`src/rtl/ste_level_detect.sv`:
```
// Debounced activity detector fed by the short-term RMS stage: hysteresis thresholds,
// attack qualification, hangover, episode counting and per-episode peak capture.
module ste_level_detect #(
   parameter int unsigned DATA_W = 16,
   parameter int unsigned CNT_W  = 8,
   parameter int unsigned EVT_W  = 16
) (
   input  logic              clk,
   input  logic              rst_n,
   input  logic              clr_i,
   input  logic [DATA_W-1:0] rms_i,
   input  logic              rms_update_i,
   input  logic [DATA_W-1:0] thr_on_i,
   input  logic [DATA_W-1:0] thr_off_i,
   input  logic [CNT_W-1:0]  attack_len_i,
   input  logic [CNT_W-1:0]  hold_len_i,
   output logic              active_o,
   output logic              event_o,
   output logic [DATA_W-1:0] peak_o,
   output logic              peak_valid_o,
   output logic [EVT_W-1:0]  episodes_o
);

   typedef enum logic [1:0] {StSilent, StAttack, StActive, StHangover} state_e;

   state_e            state_q, state_d;
   logic [CNT_W-1:0]  cnt_q, cnt_d;
   logic [DATA_W-1:0] peak_run_q, peak_run_d;
   logic [DATA_W-1:0] peak_q, peak_d;
   logic              event_q, event_d;
   logic              peak_valid_q, peak_valid_d;
   logic [EVT_W-1:0]  episodes_q, episodes_d;

   logic [DATA_W-1:0] thr_off_eff;
   logic [DATA_W-1:0] peak_max;
   logic [CNT_W-1:0]  attack_eff, hold_eff, cnt_inc;
   logic [EVT_W-1:0]  episodes_inc;
   logic              above_on, below_off;

   // Release threshold never sits above the activation threshold.
   assign thr_off_eff  = (thr_off_i < thr_on_i) ? thr_off_i : thr_on_i;
   assign attack_eff   = (attack_len_i == '0) ? CNT_W'(1) : attack_len_i;
   assign hold_eff     = (hold_len_i == '0) ? CNT_W'(1) : hold_len_i;
   assign above_on     = (rms_i >= thr_on_i);
   assign below_off    = (rms_i < thr_off_eff);
   assign peak_max     = (rms_i > peak_run_q) ? rms_i : peak_run_q;
   assign cnt_inc      = (&cnt_q) ? cnt_q : cnt_q + CNT_W'(1);
   assign episodes_inc = (&episodes_q) ? episodes_q : episodes_q + EVT_W'(1);

   always_comb begin
      state_d      = state_q;
      cnt_d        = cnt_q;
      peak_run_d   = peak_run_q;
      peak_d       = peak_q;
      event_d      = 1'b0;
      peak_valid_d = 1'b0;
      episodes_d   = episodes_q;
      if (rms_update_i) begin
         case (state_q)
            StSilent: begin
               if (above_on) begin
                  peak_run_d = rms_i;
                  if (attack_eff == CNT_W'(1)) begin
                     state_d    = StActive;
                     cnt_d      = '0;
                     event_d    = 1'b1;
                     episodes_d = episodes_inc;
                  end else begin
                     state_d = StAttack;
                     cnt_d   = CNT_W'(1);
                  end
               end
            end
            StAttack: begin
               if (above_on) begin
                  peak_run_d = peak_max;
                  cnt_d      = cnt_inc;
                  if (cnt_inc >= attack_eff) begin
                     state_d    = StActive;
                     cnt_d      = '0;
                     event_d    = 1'b1;
                     episodes_d = episodes_inc;
                  end
               end else begin
                  state_d    = StSilent;
                  cnt_d      = '0;
                  peak_run_d = '0;
               end
            end
            StActive: begin
               peak_run_d = peak_max;
               if (below_off) begin
                  if (hold_eff == CNT_W'(1)) begin
                     state_d      = StSilent;
                     cnt_d        = '0;
                     event_d      = 1'b1;
                     peak_d       = peak_max;
                     peak_valid_d = 1'b1;
                     peak_run_d   = '0;
                  end else begin
                     state_d = StHangover;
                     cnt_d   = CNT_W'(1);
                  end
               end
            end
            StHangover: begin
               peak_run_d = peak_max;
               if (!below_off) begin
                  state_d = StActive;
                  cnt_d   = '0;
               end else begin
                  cnt_d = cnt_inc;
                  if (cnt_inc >= hold_eff) begin
                     state_d      = StSilent;
                     cnt_d        = '0;
                     event_d      = 1'b1;
                     peak_d       = peak_max;
                     peak_valid_d = 1'b1;
                     peak_run_d   = '0;
                  end
               end
            end
            default: state_d = StSilent;
         endcase
      end
   end

   always_ff @(posedge clk or negedge rst_n) begin
      if (!rst_n) begin
         state_q      <= StSilent;
         cnt_q        <= '0;
         peak_run_q   <= '0;
         peak_q       <= '0;
         event_q      <= 1'b0;
         peak_valid_q <= 1'b0;
         episodes_q   <= '0;
      end else if (clr_i) begin
         state_q      <= StSilent;
         cnt_q        <= '0;
         peak_run_q   <= '0;
         peak_q       <= '0;
         event_q      <= 1'b0;
         peak_valid_q <= 1'b0;
         episodes_q   <= '0;
      end else begin
         state_q      <= state_d;
         cnt_q        <= cnt_d;
         peak_run_q   <= peak_run_d;
         peak_q       <= peak_d;
         event_q      <= event_d;
         peak_valid_q <= peak_valid_d;
         episodes_q   <= episodes_d;
      end
   end

   assign active_o     = (state_q == StActive) || (state_q == StHangover);
   assign event_o      = event_q;
   assign peak_o       = peak_q;
   assign peak_valid_o = peak_valid_q;
   assign episodes_o   = episodes_q;

endmodule
```
`config.mk`:
```
export PLATFORM = sky130hd
export DESIGN_NAME = ste_level_detect
export DESIGN_NICKNAME = d
export VERILOG_FILES = /design/src/rtl/ste_level_detect.sv
export SDC_FILE = /design/constraint.sdc
export NUM_CORES = 1
export LEC_CHECK = 0
export CAP_MARGIN = 40
export CORE_AREA = 2 2 106 108
export CTS_CLUSTER_DIAMETER = 50
export DETAILED_ROUTE_END_ITERATION = 10
export DIE_AREA = 0 0 108 110
export HOLD_SLACK_MARGIN = 0.12
export PLACE_DENSITY = 0.74
export SLEW_MARGIN = 0
export SYNTH_ARGS = -nofsm -noshare
export SYNTH_HDL_FRONTEND = slang
export SYNTH_SLANG_ARGS = --single-unit
```
`constraint.sdc`:
```
create_clock -name clk -period 5.65 [get_ports clk]
set_input_delay 0.565 -clock clk [delete_from_list [all_inputs] [get_ports clk]]
set_output_delay 0.565 -clock clk [all_outputs]
set_load 0.01 [all_outputs]
```
# ---- Yosys cells after proc, flatten, opt, wreduce, memory -nomap -nowiden
# Index checks and enable logic that the tools add are counted.
dict set report totals {
  register_bits 60
  inputBits 68
  word_cells 109
}
dict set report classes {
  n_addsub 2
  n_lt_le_gt_ge 6
  n_eq_ne 15
  n_mux 65
  n_reduce_logical 14
}
# op n
set op_table {}
lappend op_table {{$mux 16} 23}
lappend op_table {{$mux 8} 11}
lappend op_table {{$pmux 16 s2} 2}
lappend op_table {{$pmux 16 s4} 1}
lappend op_table {{$lt 16x16->1} 2}
lappend op_table {{$pmux 8 s4} 1}
lappend op_table {{$ne 3x3->1 const B} 8}
lappend op_table {{$mux 2} 10}
lappend op_table {{$add 16x1->16 const B} 1}
lappend op_table {{$eq 8x1->1 const B} 2}
lappend op_table {{$ge 16x16->1} 1}
lappend op_table {{$ge 8x8->1} 2}
lappend op_table {{$gt 16x16->1} 1}
lappend op_table {{$logic_not 8->1} 2}
lappend op_table {{$reduce_and 16->1} 1}
lappend op_table {{$mux 1} 14}
lappend op_table {{$reduce_and 6->1} 2}
lappend op_table {{$add 8x1->8 const B} 1}
lappend op_table {{$ne 4x4->1 const B} 2}
lappend op_table {{$pmux 2 s4} 1}
lappend op_table {{$reduce_and 8->1} 1}
lappend op_table {{$reduce_bool 3->1} 2}
lappend op_table {{$reduce_and 5->1} 1}
lappend op_table {{$eq 2x2->1 const B} 2}
lappend op_table {{other kinds (8)} 8}

# ---- Logic depth before layout (Yosys ltp)
# Gate-level depths: netlist of run 1.
dict set report logic_depth {
  word_depth 8
  mapped_depth 19
  ltp_nobuf 16
}

# ---- Least setup slack after synthesis of run 1
# No wires, ideal clock.
dict set report synth_timing {
  path_kind {input to register}
  from {input thr_on_i[1]}
  to {register peak_run_q[10]}
  setup_ns 0.121
  t_arrival_ns 4.581
  t_required_ns 5.529
  path_slack_ns 0.948
  cell_stages 18
  path_buffers 3
  cell_sequence {inv_1 > ha_1 > a2111o_1 > a32o_2 > or2_2 > clkbuf_1 > buf_1 > mux2i_1 > ha_1 > a41o_1 > a211oi_1 > o31ai_1 > nor3_1 > a31oi_4 > or2_1 > a31o_2 > buf_2 > a22o_1}
}
dict set report synth_between {
  elab_chain_cells 7
  elab_cells_between_ends 12
  classes_between {order compare (3); eq/ne (1); mux (7); reduce/logical (1)}
}
# element line_no
set synth_lines {}
lappend synth_lines {{start: declaration} 13} ;# input logic [DATA_W-1:0] thr_on_i,
lappend synth_lines {{$lt 16x16->1} 41} ;# assign thr_off_eff = (thr_off_i < thr_on_i) ? thr_off_i : thr_on_i;
lappend synth_lines {{$mux 16} 41}
lappend synth_lines {{$lt 16x16->1} 45} ;# assign below_off = (rms_i < thr_off_eff);
lappend synth_lines {{$mux 16 (on tied branches)} {108, 92}}
lappend synth_lines {{$pmux 16 s4} 59} ;# case (state_q)
lappend synth_lines {{$mux 16} 58} ;# if (rms_update_i) begin
lappend synth_lines {{$mux 16} 137} ;# end else if (clr_i) begin
lappend synth_lines {{end signal: assignment} 148} ;# peak_run_q <= peak_run_d;
lappend synth_lines {{end: declaration} 28} ;# logic [DATA_W-1:0] peak_run_q, peak_run_d;
# Parallel ways exist; a longest one is shown, timed or not. The select of a mux whose other input is x is not followed.
# A chain may end at the register's enable or synchronous reset.

# ---- Worst setup path after layout of run 1
dict set report layout_timing {
  from {input thr_on_i[1]}
  to {register state_q[1]}
}
dict set report layout_between {
  elab_chain_cells 7
  elab_cells_between_ends 14
  classes_between {order compare (3); eq/ne (4); mux (6); reduce/logical (1)}
}
# element line_no
set layout_lines {}
lappend layout_lines {{$lt 16x16->1} 41}
lappend layout_lines {{$mux 16} 41}
lappend layout_lines {{$lt 16x16->1} 45}
lappend layout_lines {{$mux 2} 108} ;# if (!below_off) begin
lappend layout_lines {{$pmux 2 s4} 59}
lappend layout_lines {{$mux 2} 58}
lappend layout_lines {{$mux 2} 137}
lappend layout_lines {{end signal: assignment} 130} ;# state_q <= StSilent;
lappend layout_lines {{end signal: assignment} 138} ;# state_q <= StSilent;
lappend layout_lines {{end signal: assignment} 146} ;# state_q <= state_d;
lappend layout_lines {{end: declaration} 26} ;# state_e state_q, state_d;
# Parallel ways exist; a longest one is shown, timed or not. The select of a mux whose other input is x is not followed.

==> flow_metrics.env, run 1 <==
export IMPL_core_um2=10700
export IMPL_met3_length_um=565
export IMPL_cts_tree="built"
export IMPL_reg2reg_depth=13
export IMPL_topRoutingLayerUsed="met4"
export IMPL_drv_slew=0
export IMPL_synth_nets=690
export IMPL_crit_path_end_kind="register"
export IMPL_grt_antenna_before_repair=0
export IMPL_drc=0
export IMPL_yosys_area_top_type="dfrtp_1"
export IMPL_fin_crit_sh_pct=88.5
export IMPL_via_per_inst=5.67
export IMPL_die_area_um2=11900
export IMPL_synthMostInstantiatedCell="ha_1"
export IMPL_dpl_hpwl_um=9980
export IMPL_r2r_slack_ps=1530
export IMPL_clk_latency_ps=340
export IMPL_maxCapViolations=0
export IMPL_firstDrtPassIters=8
export IMPL_setup_viol=0
export IMPL_skew_ps=11.2
export IMPL_regToRegStartpoint="cnt_q[0]"
export IMPL_grt_pass1_wl_um=20600
export IMPL_gp_congestion=0.917
export IMPL_peakVddDrop_uv=116
export IMPL_die_w_um=108
export IMPL_worstPathRequired_ps=5900
export IMPL_setup_tns_ps=0
export IMPL_grt_usage_pct=21.5
export IMPL_wl_met2_um=6100
export IMPL_r2r_end="peak_run_q[14]"
export IMPL_power_leakage_nw=2.91
export IMPL_synth_edff_count=0
export IMPL_rsz0062_at_grt="no"
export IMPL_crit_path_start="thr_on_i[1]"
export IMPL_rows=38
export IMPL_synth_cell_types=56
export IMPL_cts_buffer_depth=2
export IMPL_synthArstFlopShare_pct=100
export IMPL_worstSetupStartpointType="input pin"
export IMPL_final_hold_violation_count=0
export IMPL_area_growth_pct=27.2
export IMPL_ys_top_cells_by_count="ha_1 (80), dfrtp_1 (60), inv_1 (58)"
export IMPL_power_density_nw_per_um2=246
export IMPL_wl_met1_um=5540
export IMPL_max_freq_mhz=200
export IMPL_finalPower_mw=1.56
export IMPL_initial_utilization_pct=46.5
export IMPL_layout_drive_gt1_share_pct=5.57
export IMPL_clk_pin_slew_ps=70
export IMPL_netlist_instances=542
export IMPL_portBuffers=102
export IMPL_detail_route_iter0_violations=161
export IMPL_fin_util_pct=59.2
export IMPL_synth_top_area_share_pct=30.2
export IMPL_syn_avg_cell_area_um2=9.18
export IMPL_ys_top_cells_by_area="dfrtp_1 (30%), ha_1 (20%), mux2i_1 (6.6%)"
export IMPL_root_buffer="clkbuf_8"
export IMPL_critPathKind="in2reg"
export IMPL_critPathCapture="state_q[1]"
export IMPL_yosysWarnings=0
export IMPL_slew_headroom_pct=49.4
export IMPL_io_pins=103
export IMPL_min_period_ps=5000
export IMPL_synth_area_um2=4980
export IMPL_ys_seq_elements=60
export IMPL_hold_buffers=0
export IMPL_htree_num_levels=3
export IMPL_cts_resized_gates=0
export IMPL_cts_sinks=60
export IMPL_ys_seq_area_share_pct=30.2
export IMPL_cts_setup_buffers=0
export IMPL_fp_dieH_um=110
export IMPL_vias=4459
export IMPL_worstPathArrival_ps=5250
export IMPL_wl_per_cell_um=15.6
export IMPL_fin_nets=789
export IMPL_grt_overflow_total=0
export IMPL_crit_fanout=15
export IMPL_hp_class="in2async"
export IMPL_tightestPinTransition_ps=759
export IMPL_ant_nets=0
export IMPL_cts_buffers_inserted=9
export IMPL_grt_pass1_vias=4377
export IMPL_antennaDiodeCount=0
export IMPL_grt_max_degree=61
export IMPL_wl_um=12300
export IMPL_synth_flop_cell="dfrtp_1"
export IMPL_status="complete, no violations"
==> layout by cell type (no fill, tap or decap), types with 6 or more instances in the layout <==
cell / n
buf_4: 6
a32o_1: 7
nor4_1: 6
mux2i_1: 33
xnor2_1: 12
inv_1: 58
nand2_1: 25
nand3_1: 15
dfrtp_1: 60
a21oi_1: 28
o21ai_0: 19
and3_1: 6
a211oi_1: 24
nor2_1: 43
a22o_1: 14
clkdlybuf4s50_1: 101
nand4_1: 9
clkbuf_8: 10
nor3_1: 8
ha_1: 80
a21o_1: 7
==> routing by layer <==
layer / global-route usage [%] / vias to the layer above
li1: - / 2201
met3: 2.82 / 8
met1: 27.9 / 2134
met2: 38.1 / 116
met4: 5.22 / 0
met5: 0 / -
==> final cells by class <==
type	instances	area [um^2]
Timing Repair Buffer	108	1060
Fill cell	924	4370
Clock buffer	10	138
Sequential cell	60	1500
Inverter	58	218
Clock inverter	6	63.8
Multi-Input combinational cell	404	3170
Tap cell	140	175
==> flip-flops by register name (all words and copies together) (netlist names) <==
| register | flops |
|---|---|
| cnt_q | 8 |
| episodes_o | 16 |
| event_o | 1 |
| peak_valid_o | 1 |
| state_q | 2 |
| peak_run_q | 16 |
| peak_o | 16 |
==> cells by family after synthesis <==
kind of cell	Yosys count	share of synthesized area (%)
AND/OR/NAND/NOR	137	13.9
AO/OA/AOI/OAI	141	20.7
XOR/XNOR	13	2.29
multiplexers	33	6.64
adder cells (fa/ha/maj)	80	20.1
flip-flops	60	30.2
buffers and inverters	78	6.19
==> power by group <==
part / total (mW) / leakage (nW) / internal, mW / switching, mW
clock network: 0.391 / 0.0983 / 0.215 / 0.176
logic: 0.627 / 1.99 / 0.292 / 0.335
registers: 0.538 / 0.822 / 0.483 / 0.0547
==> worst max-delay path, cell delays in order <==
cell and delay (ps):
clkdlybuf4s50_1 490, inv_1 70, ha_1 280, a2111o_1 360
a32o_2 280, or2_2 490, mux2i_1 180, ha_1 340
a41o_1 250, a211oi_1 220, o31ai_1 120, nor3_1 330
a31oi_4 190, a41o_1 430, or4_1 560, o211ai_1 90
==> stage by stage <==
stage               instance area, um^2  cells  setup WS [ps]  hold WS [ps]
floorplan                          4980    542            948           269
global placement                   6130    770            472           506
detailed placement                 6130    770            331           507
CTS                                6330    786            691           404
global route                       6330    786            336           458
finish                             6330    786            651           383
==> worst min path at each step <==
stage	endpoint	slack, ps	cells after the start	start
5_1_grt	cnt_q[2]	460	2	rst_n
3_5_place_dp	peak_run_q[8]	510	1	peak_run_q[8]
4_1_cts	episodes_o[8]	400	2	rst_n
6_report	episodes_o[13]	380	2	rst_n
2_1_floorplan	cnt_q[0]	270	0	rst_n
3_3_place_gp	peak_run_q[15]	510	1	peak_run_q[15]
Power figures use the tool's default switching activity.
==> run 2: changes to the inputs <==
- CORE_AREA: 2 2 106 108 -> 2 2 119 98
- DIE_AREA: 0 0 108 110 -> 0 0 121 100
- PLACE_DENSITY: 0.74 -> 0.73
==> run 2 against run 1 <==
  * Sequential power hardly changed
  * Via count grew 1.3%
  * Flip-flop and latch count did not move
  * Critical path type unchanged
  * Largest power group unchanged
  * Die area up 1.9%
  * Clock power increased by 26%
  * Global-route usage down 0.27 points
  * Setup slack worse by 57 ps
  * Highest routed layer unchanged
==> flow_metrics.env, run 2 (synthesis results as in run 1) <==
export IMPL_tightestPinTransition_ps=779
export IMPL_fillCellCount=974
export IMPL_max_freq_mhz=198
export IMPL_dpl_worst_slack_ps=317
export IMPL_setup_viol=0
export IMPL_power_leakage_nw=2.94
export IMPL_portBuffers=102
export IMPL_grt_pass1_wl_um=20900
export IMPL_power_density_nw_per_um2=260
export IMPL_cts_tree="built"
export IMPL_initial_utilization_pct=44.9
export IMPL_fin_nets=788
export IMPL_die_w_um=121
export IMPL_min_period_ps=5060
export IMPL_status="complete, no violations"
export IMPL_final_common_cell="clkdlybuf4s50_1"
export IMPL_worstPathRequired_ps=5890
export IMPL_detail_route_iter0_violations=273
export IMPL_grt_use_met2_pct=35.0
export IMPL_skew_ps=8.07
export IMPL_fp_dieH_um=100
export IMPL_place_inst=777
export IMPL_grt_pass1_vias=4410
export IMPL_layout_setup_ws_ps=594
export IMPL_hold_buffers=0
export IMPL_area_growth_pct=28.6
export IMPL_clk_pin_slew_ps=50
export IMPL_seq_area_um2=1500
export IMPL_crit_path_end_kind="register"
export IMPL_firstDrtPassIters=5
export IMPL_dpl_hpwl_um=9850
export IMPL_core_um2=11100
export IMPL_io_pins=103
export IMPL_multi_input_area_um2=3170
export IMPL_die_area_um2=12100
export IMPL_grt_util_met3_pct=3.13
export IMPL_drc=0
export IMPL_setup_tns_ps=0
export IMPL_slew_headroom_pct=47.8
export IMPL_grt_overflow_total=0
export IMPL_grt_max_degree=61
export IMPL_grt_use_met1_pct=29.4
export IMPL_crit_fanout=15
export IMPL_placed_area_um2=6130
export IMPL_layoutNonFillerInstCount=792
export IMPL_ant_nets=0
export IMPL_cts_resized_gates=0
export IMPL_max_stage_delay_ps=500
export IMPL_rows=35
export IMPL_cts_sinks=60
export IMPL_cts_buffers_inserted=9
export IMPL_antennaDiodeCount=0
export IMPL_clk_latency_ps=320
export IMPL_stdcell_area_um2=6400
export IMPL_fin_crit_sh_pct=89.5
export IMPL_rsz0062_at_grt="no"
export IMPL_layout_drive_gt1_share_pct=5.12
export IMPL_gp_congestion=0.920
export IMPL_crit_chain="clkdlybuf4s50_1, inv_1, ha_1, a2111o_1, a32o_2, or2_2, mux2i_1, ha_1, a41o_1, a211oi_1, o31ai_1, nor3_1, a31oi_4, a41o_1, nor2_1, a32o_1"
export IMPL_most_common_layout_cells="clkdlybuf4s50_1 (101), ha_1 (80), dfrtp_1 (60)"
export IMPL_wl_per_cell_um=16.0
export IMPL_worstSetupStartpointType="input pin"
export IMPL_grt_busiest_layer="met2"
export IMPL_worstPathArrival_ps=5300
export IMPL_final_hold_violation_count=0
export IMPL_hp_class="in2async"
export IMPL_htree_num_levels=3
export IMPL_maxCapViolations=0
export IMPL_cts_buffer_depth=2
export IMPL_grt_antenna_before_repair=0
export IMPL_vias=4518
export IMPL_wl_um=12600
export IMPL_via_per_inst=5.70
export IMPL_critPathKind="in2reg"
export IMPL_whs_ps=415
export IMPL_cts_setup_buffers=0
export IMPL_drv_slew=0
export IMPL_root_buffer="clkbuf_16"
export IMPL_slowest_stage="or2_2"
export IMPL_peakVddDrop_uv=134
export IMPL_grt_usage_pct=21.3
==> run 2: power by group <==
part	switching, mW	internal (mW)	total [mW]
logic	0.342	0.293	0.634
clock network	0.189	0.305	0.494
registers	0.0545	0.484	0.538
==> run 2: layout make-up <==
type | count | share of cell area (%)
clock inverters | 4 | 0.411
multi-input cells | 404 | 49.6
flip-flops and latches | 60 | 23.5
repair buffers | 107 | 16.5
clock buffers | 11 | 3.79
well taps | 148 | 2.89
inverters | 58 | 3.40
==> run 2: worst max-delay path: cells and delay by family <==
family	cells	cell delay (ps)
multiplexers	1	190
AND/OR/NAND/NOR	3	1230
buffers and inverters	2	550
AO/OA/AOI/OAI	8	2130
adder cells (fa/ha/maj)	2	620
==> run 2: through the flow <==
| stage | util [%] | power (mW) |
|---|---|---|
| floorplan | - | 0.966 |
| global placement | 55.3 | 1.14 |
| detailed placement | 55.3 | 1.17 |
| CTS | 57.8 | 1.67 |
| global route | 57.8 | 1.78 |
| finish | 57.8 | 1.67 |
==> run 2: path summary, 6_finish.rpt <==
path,slack (ps),cells after the start,endpoint,from
min in group clk,520,1,peak_run_q[10],peak_run_q[10]
max in group asynchronous,4720,2,peak_run_q[8],rst_n
worst min-delay path,420,2,peak_o[4],rst_n
worst max register to register,1430,13,peak_run_q[3],cnt_q[0]
worst max-delay path,590,16,cnt_q[3],thr_on_i[1]
worst min register to register,520,1,peak_run_q[10],peak_run_q[10]
==> run 2: per-layer routing <==
metal / routed length [um] / vias up
met5: 0 / -
met4: 148 / 0
met2: 5800 / 125
met3: 572 / 12
li1: - / 2210
met1: 6110 / 2171
